## src/rtl/aes128_ctr_block_packer.sv

```systemverilog
// Packs a byte stream into 128-bit blocks for the AES-128 CTR stage; start pulse one cycle after the closing byte.
// Byte input is stalled (ready low) from block issue until the CTR stage reports done, and forever once the index is exhausted.
module aes128_ctr_block_packer #(
  parameter int IDX_W = 8
) (
  input  logic             pi_clk,
  input  logic             pi_rst,
  input  logic [7:0]       pi_byte_data,
  input  logic             pi_byte_valid,
  input  logic             pi_byte_last,
  output logic             po_byte_ready,
  input  logic             pi_done,
  output logic [127:0]     po_block_data,
  output logic [15:0]      po_block_mask,
  output logic             po_block_last,
  output logic [IDX_W-1:0] po_block_idx,
  output logic             po_start,
  output logic             po_busy,
  output logic             po_overflow
);

  typedef enum logic [1:0] {
    S_FILL,
    S_ISSUE,
    S_WAIT,
    S_HALT
  } state_t;

  state_t state_q, state_d;

  logic [3:0]       cnt_q;
  logic [127:0]     data_q;
  logic [15:0]      mask_q;
  logic             last_q;
  logic [IDX_W-1:0] idx_q;
  logic             ovf_q;

  logic accept;
  logic fill_done;
  logic wait_done;
  logic ready_c;
  logic start_c;
  logic busy_c;

  always_ff @(posedge pi_clk) begin
    if (pi_rst) begin
      state_q <= S_FILL;
    end else begin
      state_q <= state_d;
    end
  end

  always_comb begin
    state_d   = state_q;
    accept    = 1'b0;
    fill_done = 1'b0;
    wait_done = 1'b0;
    ready_c   = 1'b0;
    start_c   = 1'b0;
    busy_c    = 1'b0;
    case (state_q)
      S_FILL: begin
        ready_c = 1'b1;
        if (pi_byte_valid) begin
          accept = 1'b1;
          if (cnt_q == 4'd15 || pi_byte_last) begin
            fill_done = 1'b1;
            state_d   = S_ISSUE;
          end
        end
      end
      S_ISSUE: begin
        start_c = 1'b1;
        state_d = S_WAIT;
      end
      S_WAIT: begin
        busy_c = 1'b1;
        if (pi_done) begin
          wait_done = 1'b1;
          if (last_q) begin
            state_d = S_FILL;
          end else if (idx_q == {IDX_W{1'b1}}) begin
            state_d = S_HALT;
          end else begin
            state_d = S_FILL;
          end
        end
      end
      S_HALT: begin
        state_d = S_HALT;
      end
      default: begin
        state_d = S_FILL;
      end
    endcase
  end

  always_ff @(posedge pi_clk) begin
    if (pi_rst) begin
      cnt_q  <= '0;
      data_q <= '0;
      mask_q <= '0;
      last_q <= 1'b0;
      idx_q  <= '0;
      ovf_q  <= 1'b0;
    end else begin
      if (accept) begin
        for (int i = 0; i < 16; i++) begin
          if (cnt_q == 4'(i)) begin
            data_q[8*(15-i) +: 8] <= pi_byte_data;
            mask_q[15-i]          <= 1'b1;
          end
        end
        cnt_q <= cnt_q + 4'd1;
      end
      if (fill_done) begin
        last_q <= pi_byte_last;
      end
      if (wait_done) begin
        cnt_q  <= '0;
        data_q <= '0;
        mask_q <= '0;
        last_q <= 1'b0;
        // A saturated index is kept rather than wrapped so the counter is never reused.
        if (last_q) begin
          idx_q <= '0;
        end else if (idx_q == {IDX_W{1'b1}}) begin
          ovf_q <= 1'b1;
        end else begin
          idx_q <= idx_q + 1'b1;
        end
      end
    end
  end

  // Outputs read zero throughout reset, including the first reset cycle before registers clear.
  assign po_byte_ready = ready_c & ~pi_rst;
  assign po_start      = start_c & ~pi_rst;
  assign po_busy       = busy_c & ~pi_rst;
  assign po_block_data = pi_rst ? '0 : data_q;
  assign po_block_mask = pi_rst ? '0 : mask_q;
  assign po_block_last = last_q & ~pi_rst;
  assign po_block_idx  = pi_rst ? '0 : idx_q;
  assign po_overflow   = ovf_q & ~pi_rst;

endmodule

```

## config.mk

```make
export PLATFORM = sky130hd
export DESIGN_NAME = aes128_ctr_block_packer
export DESIGN_NICKNAME = d
export VERILOG_FILES = /design/src/rtl/aes128_ctr_block_packer.sv
export SDC_FILE = /design/constraint.sdc
export NUM_CORES = 1
export LEC_CHECK = 0
export ABC_CLOCK_PERIOD_IN_PS = 3100
export BUFFER_PORTS_ARGS = -buffer_cell sky130_fd_sc_hd__buf_2
export CAP_MARGIN = 0
export CORE_ASPECT_RATIO = 2
export CORE_MARGIN = 2
export CORE_UTILIZATION = 25
export CTS_CLUSTER_SIZE = 28
export DETAILED_ROUTE_END_ITERATION = 7
export HOLD_SLACK_MARGIN = 0.02
export PLACE_DENSITY = 0.48
export RECOVER_POWER = 50
export SLEW_MARGIN = 0
export SYNTH_ARGS = -nofsm -noshare
export SYNTH_HDL_FRONTEND = slang
export SYNTH_SLANG_ARGS = --single-unit
```

## constraint.sdc

```tcl
create_clock -name pi_clk -period 3.1 [get_ports pi_clk]
set_input_delay 0.62 -clock pi_clk [delete_from_list [all_inputs] [get_ports pi_clk]]
set_output_delay 0.62 -clock pi_clk [all_outputs]
set_load 0.1 [all_outputs]
```

==> flow_summary_export.csv <==
group,metric,value,unit
worst_setup_path,required,2.48,ns
worst_setup_path,cp-start-kind,"primary input",
sta,fin_crit,2.707,ns
drt,drc_errors,0,
floorplan,fp.dieW,122.4,um
place,gp_congestion,0.7269,
worst_hold_path,holdCritStartpoint,"mask_q[9]",
grt,antenna_found_initial,0,
floorplan,chipHeight,240.7,um
sta,setup_ws,0.3927,ns
drt,viasPerCell,4.280,
clock_network,numCtsBuffers,17,
worst_setup_path,max_stage_delay,0.99,ns
sta,setup_viol,0,
power_and_ir_drop,power,4.748,mW
power_and_ir_drop,pwr_density_cell,549.5,nW/um^2
layout,drive_above_1_share,21.93,%
layout,fin_nets,908,
place,io_buffers,169,
floorplan,ios,170,
synthesis,synth.cell_area,7004,sq um
synthesis,synthesis.nets,775,
sta,hold_viol_final,0,
sta,tightest_slew,1.327,ns
synthesis,synth_cells,757,
synthesis,netlist-cell-type-count,37,
grt,first_global_vias,5154,
worst_setup_path,cp-end-kind,"primary output",
grt,grt_use_total,14.32,%
clock_network,cts_resized,0,
worst_setup_path,path_cells,"buf_4 > nor2b_1 > clkbuf_1",
place,dp_hpwl,14.27,mm
worst_setup_path,regToRegSetupSlack,0.70,ns
synthesis,yosys_warnings,0,
layout,final_common_cell,"dfxtp_1",
drt,detail-route-antenna-nets,0,
drt,routedWlPerCell,16.60,um
layout,n_antenna_cell,0,
worst_setup_path,cp-startpoint,"pi_rst",
grt,grt_pass1_wl,30.71,mm
drt,drt_iter0_drc,213,
clock_network,cts-root-buf,"clkbuf_16",
flow_run,cap_viol_max_count,0,
grt,grt_max_degree,63,
synthesis,async_flop_share,0,%
clock_network,clk_latency,0.44,ns
worst_setup_path,worst-path-max-fanout,40,
worst_setup_path,critical-path-slowest-cell,"clkbuf_1",
layout,areaGrowthSynthToFinish,23.35,%
layout,fin_util,31.36,%
grt,grt-ovfl-total,0,
synthesis,synth_edf_count,0,
sta,slew_violations,0,
run_status,status,"finished clean",
sta,worst_hold_slack,0.4635,ns
clock_network,htree_levels,4,
synthesis,syn_area_per_cell,9.253,sq um
clock_network,clock-sinks,160,
worst_setup_path,crit_arrival,2.09,ns
worst_setup_path,reg2reg_from,"state_q[1]",
clock_network,cts_tree,"built",
layout,final_cell_mix,"dfxtp_1 (160), nor2_1 (149), nor2b_1 (142)",
sta,fin_crit_sh,87.33,%
clock_network,cts_setup_buffers,0,
drt,num_vias,5371,
clock_network,ctsHoldBuffers,0,
worst_setup_path,worstSetupPathType,"in -> out",
drt,drt-pass1-iter-count,4,
synthesis,synth-main-ff-cell,"dfxtp_1",
sta,fmax,0.3694,GHz
power_and_ir_drop,leakage,4.194,nW
sta,tns,0,ns
power_and_ir_drop,max-vdd-ir-drop,0.3833,mV
clock_network,clk_path_buf_depth,2,
floorplan,initial_core_util,25.43,%
synthesis,synth.ff_latch_count,160,
drt,wl,20.84,mm
floorplan,core,27550,sq um
sta,slew_headroom,11.91,%
floorplan,dieArea,29450,sq um
sta,clock_skew,0.005672,ns
worst_hold_path,min_path_type,"reg -> reg",
floorplan,fp-row-count,86,
sta,grt_setup_unrepaired,"no",
place,pre_cts_ws,0.5336,ns
clock_network,clk_pin_slew,0.06,ns
synthesis,synth-seq-area-share,45.73,%
[stage by stage]
step           instances  cell area (sq um)
2_1_floorplan        757               7014
3_3_place_gp        1223               8051
3_5_place_dp        1223               8051
4_1_cts             1255               8687
5_1_grt             1255               8640
6_report            1255               8640
[path summary, 6_finish.rpt]
| path | depth (start not counted) | endpoint |
|---|---|---|
| min reg2reg | 2 | mask_q[9] |
| max | 3 | po_overflow |
| max reg2reg | 5 | data_q[32] |
| min | 2 | mask_q[9] |
[layout make-up]
class / instances / area (sq um)
Fill cell: 2991 / 18910
Multi-Input combinational cell: 517 / 3382
Sequential cell: 160 / 3203
Timing Repair Buffer: 178 / 918.4
Clock buffer: 24 / 511.7
Tap cell: 352 / 440.4
Clock inverter: 8 / 123.9
Inverter: 16 / 60.06
[per-layer routing]
| layer | track usage (%) | wire length [um] | vias up |
|---|---|---|---|
| li1 | - | - | 2698 |
| met1 | 16.04 | 8433 | 2539 |
| met2 | 25.86 | 11190 | 113 |
| met3 | 3.025 | 714 | 21 |
| met4 | 5.886 | 498 | 0 |
| met5 | 0 | 0 | - |
[registers in the layout, indices dropped and copies added, names as in the netlist]
| register | count |
|---|---|
| cnt_q | 4 |
| data_q | 128 |
| idx_q | 8 |
| last_q | 1 |
| mask_q | 16 |
| ovf_q | 1 |
| state_q | 2 |
[Yosys cell counts (2+ instances only)]
cell       number  area share [%]
nor2b_1       142              13
buf_1           3            0.16
or3_1           3            0.27
o211ai_1        2            0.21
and3_1          2            0.18
nand3_1        12            0.86
buf_6          14             2.3
nand2_1         4            0.21
clkbuf_2        2            0.14
o21ai_0         4            0.29
clkbuf_1       28             1.5
ha_1            5            0.89
buf_2          16             1.1
xor2_1          5            0.63
nor3_1          2            0.14
xnor2_1         2            0.25
dfxtp_1       160              46
inv_1          16            0.86
o2111ai_1       2            0.25
nand4_1         2            0.18
and4_1          4            0.50
nor2_2         17             1.5
nor3b_1         2            0.21
mux2i_1       128              18
a21oi_1        20             1.4
nor2_1        149             8.0
[power breakdown]
part           switching [mW]  internal [mW]
Clock                   0.871           1.40
Combinational           0.296         0.0850
Sequential             0.0169           2.08
Total                    1.18           3.56
[cell families after synthesis]
kind of cell | synth area share (%)
and+or+nand+nor | 25.54
DFF | 45.73
muxes | 18.29
buffers and inverters | 6.163
AOI/OAI and AO/OA | 2.501
xor gates and xnor gates | 0.8753
adders and majority gates | 0.8932
[critical path, delay by kind of cell]
family	cells	cell delay, ns
buffers and inverters	2	1.26
and+or+nand+nor	1	0.20
(Power assumes the default switching activity.)
